## src/rtl/conv_pkg.sv

```systemverilog
// conv_pkg: shared definitions for the convolution frame loader.
//   - default geometry (data width, max kernel length, core memory depth)
//   - loader FSM state encoding
//   - header error codes and the header check helper
package conv_pkg;

    localparam int DATA_WIDTH_DEF  = 8;
    localparam int NUM_PE_DEF      = 16;
    localparam int BUFFER_SIZE_DEF = 64;

    typedef enum logic [2:0] {
        ST_HDR_K,
        ST_HDR_N,
        ST_KERNEL,
        ST_SAMPLES,
        ST_CHECK,
        ST_START,
        ST_WAIT_DONE,
        ST_DISCARD
    } state_t;

    localparam logic [2:0] ERR_NONE   = 3'd0;
    localparam logic [2:0] ERR_K_ZERO = 3'd1;
    localparam logic [2:0] ERR_K_BIG  = 3'd2;
    localparam int ERR_N_ZERO_I = 3;
    localparam logic [2:0] ERR_N_ZERO = 3'd3;
    localparam logic [2:0] ERR_LEN    = 3'd4;

    // Integer arithmetic so 1+K+N can never wrap and falsely fit.
    function automatic logic [2:0] hdr_check(input int k, input int n,
                                             input int num_pe, input int buf_size);
        if (k == 0)                   return ERR_K_ZERO;
        else if (k > num_pe)          return ERR_K_BIG;
        else if (n == 0)              return ERR_N_ZERO;
        else if (1 + k + n > buf_size) return ERR_LEN;
        return ERR_NONE;
    endfunction

endpackage

```

## src/rtl/conv_edge_detect.sv

```systemverilog
// conv_edge_detect: registered rising-edge detector.
//   clk, reset_n : clock, async active-low reset
//   level        : input level (conv_done from the core)
//   rise         : high in the cycle where level is 1 and was 0 last cycle
module conv_edge_detect (
    input  logic clk,
    input  logic reset_n,
    input  logic level,
    output logic rise
);

    logic level_q;

    always_ff @(posedge clk or negedge reset_n) begin
        if (!reset_n) level_q <= 1'b0;
        else          level_q <= level;
    end

    assign rise = level && !level_q;

endmodule

```

## src/rtl/conv_frame_loader.sv

```systemverilog
// conv_frame_loader: byte-serial frame loader in front of the 1-D convolution core.
// Frame: K, N, K kernel bytes, N sample bytes (+ checksum byte when
// CONV_LOADER_CHECKSUM_EN is defined). Writes K to addr 0, kernel to 1..K,
// samples to 1+K.. ; pulses start_conv and waits for a conv_done rise.
//   clk, reset_n         : clock, async active-low reset
//   s_data/s_valid/s_ready : input byte stream
//   mem_wr_en/addr/data  : core memory write port (registered)
//   start_conv           : one-cycle start pulse
//   conv_done            : core done level (edge-detected)
//   busy                 : high in every state but HDR_K
//   frame_err            : sticky error, cleared by next header byte
//
// state        | meaning
// HDR_K        | idle, waiting for K byte
// HDR_N        | waiting for N byte, header check on accept
// KERNEL       | writing kernel taps
// SAMPLES      | writing samples
// CHECK        | waiting for checksum byte (checksum build only)
// START        | start pulse being issued
// WAIT_DONE    | core running, stream stalled
// DISCARD      | swallowing the rest of a bad frame
module conv_frame_loader
    import conv_pkg::*;
#(
    parameter int DATA_WIDTH  = DATA_WIDTH_DEF,
    parameter int NUM_PE      = NUM_PE_DEF,
    parameter int BUFFER_SIZE = BUFFER_SIZE_DEF,
    parameter int ADDR_W      = $clog2(BUFFER_SIZE)
) (
    input  logic                  clk,
    input  logic                  reset_n,
    input  logic [DATA_WIDTH-1:0] s_data,
    input  logic                  s_valid,
    output logic                  s_ready,
    output logic                  mem_wr_en,
    output logic [ADDR_W-1:0]     mem_wr_addr,
    output logic [DATA_WIDTH-1:0] mem_wr_data,
    output logic                  start_conv,
    input  logic                  conv_done,
    output logic                  busy,
    output logic                  frame_err
);

    localparam int CNT_W = DATA_WIDTH + 2;

    state_t                state;
    logic [DATA_WIDTH-1:0] k_reg;
    logic [DATA_WIDTH-1:0] n_reg;
    logic [CNT_W-1:0]      cnt;
    logic [ADDR_W-1:0]     wr_ptr;
    logic [CNT_W-1:0]      payload_len;
    logic [CNT_W-1:0]      discard_len;
    logic [2:0]            hdr_err;
    logic                  accept;
    logic                  done_rise;

    assign accept      = s_valid && s_ready;
    assign payload_len = CNT_W'(k_reg) + CNT_W'(s_data);
    assign hdr_err     = hdr_check(int'(k_reg), int'(s_data), NUM_PE, BUFFER_SIZE);

    conv_edge_detect u_done_edge (
        .clk     (clk),
        .reset_n (reset_n),
        .level   (conv_done),
        .rise    (done_rise)
    );

`ifdef CONV_LOADER_CHECKSUM_EN
    logic [DATA_WIDTH-1:0] sum;

    // The checksum byte is only counted in the discard when the payload
    // length itself still fits in one byte.
    assign discard_len = (payload_len <= CNT_W'((1 << DATA_WIDTH) - 1)) ?
                         payload_len + CNT_W'(1) : payload_len;

    always_ff @(posedge clk or negedge reset_n) begin
        if (!reset_n)    sum <= '0;
        else if (accept) sum <= (state == ST_HDR_K) ? s_data : sum + s_data;
    end
`else
    assign discard_len = payload_len;
`endif

    always_ff @(posedge clk or negedge reset_n) begin
        if (!reset_n) begin
            state       <= ST_HDR_K;
            s_ready     <= 1'b0;
            busy        <= 1'b0;
            mem_wr_en   <= 1'b0;
            mem_wr_addr <= '0;
            mem_wr_data <= '0;
            start_conv  <= 1'b0;
            frame_err   <= 1'b0;
            k_reg       <= '0;
            n_reg       <= '0;
            cnt         <= '0;
            wr_ptr      <= '0;
        end else begin
            mem_wr_en  <= 1'b0;
            start_conv <= 1'b0;
            case (state)
                ST_HDR_K: begin
                    // s_ready comes up here on the first clock after reset.
                    s_ready <= 1'b1;
                    busy    <= 1'b0;
                    if (accept) begin
                        frame_err   <= 1'b0;
                        k_reg       <= s_data;
                        mem_wr_en   <= 1'b1;
                        mem_wr_addr <= '0;
                        mem_wr_data <= s_data;
                        busy        <= 1'b1;
                        state       <= ST_HDR_N;
                    end
                end
                ST_HDR_N: begin
                    if (accept) begin
                        n_reg  <= s_data;
                        wr_ptr <= ADDR_W'(1);
                        if (hdr_err != ERR_NONE) begin
                            frame_err <= 1'b1;
                            if (discard_len == '0) begin
                                busy  <= 1'b0;
                                state <= ST_HDR_K;
                            end else begin
                                cnt   <= discard_len;
                                state <= ST_DISCARD;
                            end
                        end else begin
                            cnt   <= CNT_W'(k_reg);
                            state <= ST_KERNEL;
                        end
                    end
                end
                ST_KERNEL: begin
                    if (accept) begin
                        mem_wr_en   <= 1'b1;
                        mem_wr_addr <= wr_ptr;
                        mem_wr_data <= s_data;
                        wr_ptr      <= wr_ptr + ADDR_W'(1);
                        if (cnt == CNT_W'(1)) begin
                            cnt   <= CNT_W'(n_reg);
                            state <= ST_SAMPLES;
                        end else begin
                            cnt <= cnt - CNT_W'(1);
                        end
                    end
                end
                ST_SAMPLES: begin
                    if (accept) begin
                        mem_wr_en   <= 1'b1;
                        mem_wr_addr <= wr_ptr;
                        mem_wr_data <= s_data;
                        wr_ptr      <= wr_ptr + ADDR_W'(1);
                        if (cnt == CNT_W'(1)) begin
`ifdef CONV_LOADER_CHECKSUM_EN
                            state   <= ST_CHECK;
`else
                            s_ready <= 1'b0;
                            state   <= ST_START;
`endif
                        end else begin
                            cnt <= cnt - CNT_W'(1);
                        end
                    end
                end
`ifdef CONV_LOADER_CHECKSUM_EN
                ST_CHECK: begin
                    if (accept) begin
                        if (s_data == sum) begin
                            s_ready <= 1'b0;
                            state   <= ST_START;
                        end else begin
                            frame_err <= 1'b1;
                            busy      <= 1'b0;
                            state     <= ST_HDR_K;
                        end
                    end
                end
`endif
                ST_START: begin
                    start_conv <= 1'b1;
                    state      <= ST_WAIT_DONE;
                end
                ST_WAIT_DONE: begin
                    if (done_rise) begin
                        s_ready <= 1'b1;
                        busy    <= 1'b0;
                        state   <= ST_HDR_K;
                    end
                end
                ST_DISCARD: begin
                    if (accept) begin
                        if (cnt == CNT_W'(1)) begin
                            busy  <= 1'b0;
                            state <= ST_HDR_K;
                        end else begin
                            cnt <= cnt - CNT_W'(1);
                        end
                    end
                end
                default: begin
                    s_ready <= 1'b1;
                    busy    <= 1'b0;
                    state   <= ST_HDR_K;
                end
            endcase
        end
    end

endmodule
```

## config.mk

```make
export PLATFORM = sky130hd
export DESIGN_NAME = conv_frame_loader
export DESIGN_NICKNAME = d
export VERILOG_FILES = /design/src/rtl/conv_pkg.sv /design/src/rtl/conv_edge_detect.sv /design/src/rtl/conv_frame_loader.sv
export SDC_FILE = /design/constraint.sdc
export NUM_CORES = 1
export LEC_CHECK = 0
export CAP_MARGIN = 20
export CORE_UTILIZATION = 51
export CTS_BUF_LIST = sky130_fd_sc_hd__clkbuf_4
export CTS_CLUSTER_DIAMETER = 150
export CTS_CLUSTER_SIZE = 28
export DETAILED_ROUTE_END_ITERATION = 6
export HOLD_SLACK_MARGIN = 0.05
export PLACE_DENSITY = 0.72
export SYNTH_ARGS = -nofsm -noshare
export SYNTH_HDL_FRONTEND = slang
export SYNTH_SLANG_ARGS = --single-unit
```

## constraint.sdc

```tcl
create_clock -name clk -period 4.5 [get_ports clk]
set_input_delay 0.675 -clock clk [delete_from_list [all_inputs] [get_ports clk]]
set_output_delay 0.675 -clock clk [all_outputs]
set_load 0.05 [all_outputs]
```

==> metrics.yaml, run 1 <==
post-dp-hpwl_um: 5830
seqPwrFrac_pct: 39.7
critical_path_buf_inv_count: 1
wl_um: 7950
cts_tree: "yes"
finalWeightedCongestion: 0.899
status: "complete, no violations"
p_total_mw: 1.82
core_area_um2: 6310
setup_tns_ns: 0
mostFrequentLayoutCell: "nand2_1"
final_area_um2: 3750
grt_max_degree: 56
synth_top_family_by_area: "compound AO/OA/AOI/OAI gates"
nets: 413
vias_per_cell: 5.95
synthMuxAreaShare_pct: 6.46
drive_gt1_share_pct: 9.30
antenna_found_initial: 0
n_antenna_cell: 0
ff2ff_path_depth: 8
clock-root-buffer: "clkbuf_4"
overflow: 0
clock_path_buffers: 2
clock_sinks: 55
ir_drop_mv: 0.287
ys_warn_count: 0
drt-initial-drc-count: 216
cp_data_required_time_ns: 4.80
grt_pass1_wl_um: 13600
intPower_mw: 1.01
cp-end-kind: "flop"
cp-start-kind: "input port"
synthesis.area_um2: 3330
yosysSeqAreaShare_pct: 41.3
yosys.area.top_type_share_pct: 41.3
synth_simple_gate_area_share_pct: 17.7
period_share_pct: 82.9
io_buffers: 30
synth.area.top_cells: "dfrtp_1 (41%), nand2_1 (7.3%), ha_1 (4.9%)"
rsz0062_at_grt: "no"
syn_area_per_cell_um2: 9.23
reg2reg_slack_ns: 1.08
maxCapViolCount: 0
yosys.area.top_type: "dfrtp_1"
routedWlPerCell_um: 17.1
slowest_delay_ns: 0.50
ios: 31
r2r-end: "cnt[6]"
ys_seq_elements: 55
grt_util_all_layers_pct: 24.7
die_w_um: 82.8
critPathSlowestCell: "clkdlybuf4s50_1"
drc_errors: 0
cp_max_fo: 10
finalClockSkew_ns: 0.0169
vias: 2763
max_freq_ghz: 0.268
ys.flop_type: "dfrtp_1"
cts_setup_buffers: 0
r2r-start: "k_reg[4]"
ant_nets: 0
synth_cells: 361
hold_ws_ns: 0.369
first_pass_iters: 5
die_area_um2: 6860
rows: 29
clk-insertion-delay-late_ns: 0.40
synth_compound_area_share_pct: 20.3
top_register: "cnt"
hp-class: "input port to asynchronous set/reset pin"
numCtsBuffers: 5
synthXorXnorAreaFrac_pct: 3.68
start_util_pct: 52.8
synth-adder-area-share_pct: 6.08
p_clk_share_pct: 13.8
powerDensity_nw_per_um2: 484
fillers: 569
syn_nets: 388
dieHeight_um: 82.8
area_delta_synth_final_pct: 12.6
async_reset_ff_share_pct: 100
crit_type: "input port to flop"
clk_pin_slew_ns: 0.18
pwr-share-comb_pct: 46.5
critPathTopFamily: "compound AO/OA/AOI/OAI gates"
htree_levels: 2
hold_violations: 0
hold_buffers: 0
placed_area_um2: 3680
tightest_slew_ns: 0.747
max_slew_margin_pct: 50.1
arrival_ns: 4.03
netlist-cell-type-count: 59
path_cells: "clkdlybuf4s50_1 > ha_1 > a21o_1 > a31o_1 > or3_4 > a2111oi_4 > o2111a_2 > o21a_1 > mux2_4"
leakage_nw: 1.70
final_cell_mix: "nand2_1 (65), dfrtp_1 (55), clkdlybuf4s50_1 (29), o21ai_0 (25)"
slew_violations: 0
p_switching_mw: 0.809
grt_pass1_vias: 2701
largest_reg_flops: 10
ctsResizeCount: 0
min_period_ns: 3.73
setup_viol: 0
synth_edf_count: 0
p_sw_share_pct: 44.5
## final cells by class
cell class	count	area (um2)	area share (%)
multi-input combinational	271	1810	48.2
sequential	55	1380	36.7
timing repair buffer	35	333	8.87
tap	77	96.3	2.57
inverter	18	67.6	1.80
clock buffer	5	37.5	1.00
clock inverter	3	33.8	0.901
## stage by stage
step	utilization, %	std cells	worst slack, ns
3_5_place_dp	58.3	456	0.361
3_3_place_gp	58.3	456	0.430
6_report	59.4	464	0.767
5_1_grt	59.4	464	0.527
4_1_cts	59.4	464	0.780
2_1_floorplan	-	361	1.25
## power groups by stage
stage | logic (mW) | clock network, mW | registers, mW
floorplan | 0.508 | 0 | 0.831
finish | 0.845 | 0.250 | 0.721
global placement | 0.831 | 0 | 0.725
detailed placement | 0.837 | 0 | 0.729
CTS | 0.841 | 0.256 | 0.719
global route | 0.924 | 0.272 | 0.741
## worst register-to-register path, delay by kind of cell, from the launching register on
family | cells | cell delay [ns]
fa+ha+maj | 1 | 0.40
flops | 1 | 0.49
simple gates | 1 | 0.39
mux | 1 | 0.34
compound gates | 5 | 1.70
## cell usage after synthesis (all sizes together) (8+ instances only)
library cell,n
a21oi,16
clkbuf,12
dfrtp,55
ha,13
inv,18
mux2,16
nand2,65
nand3,8
nor2,18
o21ai,25
xnor2,8
## metal layers
metal / track usage [%] / vias up / wire length, um
met1: 36.5 / 1321 / 3960
li1: - / 1358 / -
met4: 8.31 / 0 / 112
met3: 2.98 / 9 / 338
met5: 0 / - / 0
met2: 37.9 / 75 / 3540
## cells by family (layout without fill, tap and decap cells)
group | Yosys count | after routing
mux | 18 | 18
flops | 55 | 55
buf+inv | 35 | 61
simple gates | 127 | 127
fa+ha+maj | 15 | 15
xor+xnor | 14 | 14
compound gates | 97 | 97
## how the worst max path moves through the flow
stage,from,to,slack [ns],depth (start not counted)
6_report,s_data[4],cnt[6],0.77,9
5_1_grt,s_data[0],cnt[6],0.53,12
4_1_cts,s_data[0],cnt[6],0.78,12
3_5_place_dp,s_data[0],cnt[6],0.36,12
3_3_place_gp,s_data[0],cnt[5],0.43,12
2_1_floorplan,s_data[4],cnt[1],1.25,10
Note: power is estimated with default switching activity, not from simulation.
==> inputs of run 2 (changes only) <==
--- a/config.mk
+++ b/config.mk
@@ -12,7 +12,7 @@
 export CTS_CLUSTER_SIZE = 28
 export DETAILED_ROUTE_END_ITERATION = 6
 export HOLD_SLACK_MARGIN = 0.05
-export PLACE_DENSITY = 0.72
+export PLACE_DENSITY = 0.75
 export SYNTH_ARGS = -nofsm -noshare
 export SYNTH_HDL_FRONTEND = slang
 export SYNTH_SLANG_ARGS = --single-unit
==> constraint.sdc (replaced) <==
create_clock -name clk -period 3.4 [get_ports clk]
set_input_delay 0.51 -clock clk [delete_from_list [all_inputs] [get_ports clk]]
set_output_delay 0.51 -clock clk [all_outputs]
set_load 0.05 [all_outputs]
==> run 2 against run 1 <==
Effect of this change: non-clock buffer count rose by 43; global-route usage is 0.38 points higher; sequential power up 32%; combinational power up 40%; final cell count rose by 9.3%; clock skew about the same; sequential share of layout area fell by 3.0 points; first-iteration DRC count is 14% lower; largest cell class unchanged.
==> metrics.yaml, run 2 (synthesized netlist as in run 1, its figures left out) <==
rows: 29
io_buffers: 30
status: "complete, no violations"
ir_drop_mv: 0.498
clock_path_buffers: 2
max_slew_margin_pct: 53.6
cp_max_fo: 8
p_switching_mw: 1.08
setup_viol: 0
clk-insertion-delay-late_ns: 0.39
clk_pin_slew_ns: 0.18
placed_cells: 497
critPathSlowestCell: "clkdlybuf4s50_1"
cts_tree: "yes"
grt_pass1_wl_um: 14000
p_total_mw: 2.46
slew_violations: 0
start_util_pct: 52.8
hold_violations: 0
core_area_um2: 6310
ff2ff_path_depth: 12
wl_um: 8300
routedWlPerCell_um: 16.4
slowest_delay_ns: 0.51
antenna_found_initial: 0
p_sw_share_pct: 44.0
pwr-share-comb_pct: 47.9
p_clk_share_pct: 13.4
maxCapViolCount: 0
hp-class: "input port to asynchronous set/reset pin"
cp_data_required_time_ns: 3.70
post-dp-hpwl_um: 6370
cts_setup_buffers: 0
highest_layer: "met4"
max_freq_ghz: 0.310
area_delta_synth_final_pct: 22.7
clock-root-buffer: "clkbuf_4"
drc_errors: 0
vias_per_cell: 5.92
overflow: 0
routed-wl-met2_um: 3880
r2r-end: "cnt[5]"
finalWeightedCongestion: 0.872
cp-end-kind: "flop"
drive_gt1_share_pct: 18.4
r2r-start: "k_reg[0]"
grt_max_degree: 47
first_pass_iters: 5
setup_tns_ns: 0
reg2reg_slack_ns: 0.38
intPower_mw: 1.38
numCtsBuffers: 5
period_share_pct: 95.0
critical_path_buf_inv_count: 2
utilization_pct: 64.7
die_area_um2: 6860
vias: 2999
cp_num_cells: 10
final_cell_mix: "nand2_1 (65), dfrtp_1 (55), buf_4 (46), clkdlybuf4s50_1 (29), o21ai_0 (25)"
nets: 456
final_cell_count_no_fill: 507
htree_levels: 2
crit_type: "input port to flop"
mostFrequentLayoutCell: "nand2_1"
rsz0062_at_grt: "no"
powerDensity_nw_per_um2: 602
clock_sinks: 55
tightest_slew_ns: 0.695
n_antenna_cell: 0
top_register: "cnt"
min_period_ns: 3.23
die_w_um: 82.8
grt_util_all_layers_pct: 25.1
fillers: 560
dieHeight_um: 82.8
finalClockSkew_ns: 0.0171
startpoint: "s_data[0]"
seqPwrFrac_pct: 38.7
critPathTopFamily: "compound AO/OA/AOI/OAI gates"
cp-endpoint: "cnt[5]"
wl_met3_um: 506
setup_ws_ns: 0.170
grt_pass1_vias: 2911
drt-initial-drc-count: 185
route.layer.met1.wl_um: 3790
leakage_nw: 1.92
ios: 31
path_cells: "clkdlybuf4s50_1 > ha_1 > inv_1 > fa_1 > xnor2_1 > or3b_2 > a2111oi_4 > o2111a_2 > o21a_2 > mux2_4"
arrival_ns: 3.53
cp-start-kind: "input port"
largest_reg_flops: 10
ant_nets: 0
dp_slack_ns: -0.360
==> run 2: worst reg2reg max path, stage by stage, from the launching register on <==
cell	delay, ns
dfrtp_1	0.43
inv_1	0.09
ha_1	0.14
inv_1	0.05
fa_1	0.39
a21o_1	0.19
a221oi_1	0.26
buf_4	0.16
o2111ai_1	0.16
a21o_1	0.22
o2111a_2	0.26
o21a_2	0.28
mux2_4	0.31
==> run 2: how the worst min path moves through the flow <==
stage | from | endpoint | slack, ns | depth (start not counted)
global route | reset_n | busy | 0.51 | 2
floorplan | reset_n | busy | 0.21 | 0
detailed placement | n_reg[7] | n_reg[7] | 0.47 | 2
CTS | reset_n | mem_wr_addr[0] | 0.28 | 1
global placement | n_reg[4] | n_reg[4] | 0.46 | 2
finish | reset_n | busy | 0.50 | 2
==> run 2: metrics by stage <==
stage	area (um2)	hold slack [ns]
detailed placement	3990	0.466
floorplan	3330	0.214
CTS	4060	0.279
global route	4090	0.511
finish	4090	0.499
global placement	3990	0.462
==> run 2: power by group through the flow <==
stage / combinational (mW) / clock [mW] / sequential, mW
after floorplan: 0.672 / 0 / 1.10
after global placement: 1.14 / 0 / 0.955
after detailed placement: 1.16 / 0 / 0.962
after CTS: 1.17 / 0.339 / 0.950
after global routing: 1.28 / 0.362 / 0.977
final: 1.18 / 0.331 / 0.952
==> run 2: area by class of cell <==
cell class	count	area, um2	area share (%)
Clock buffer	5	37.5	0.918
Tap cell	77	96.3	2.36
Sequential cell	55	1380	33.7
Multi-Input combinational cell	271	1810	44.2
Inverter	18	67.6	1.65
Clock inverter	3	31.3	0.765
Timing Repair Buffer	78	671	16.4
==> run 2: layer usage <==
metal	track usage, %	vias up
met5	0	-
met4	5.96	0
met3	4.77	14
met2	41.5	111
met1	34.3	1432
li1	-	1442
==> run 2: what timing repair did <==
action                                 in CTS  in global routing
hold buffers                                0                  1
endpoints found under the hold margin       0                 11
gates resized for setup                     0                  1
setup endpoints to repair                   0                  7
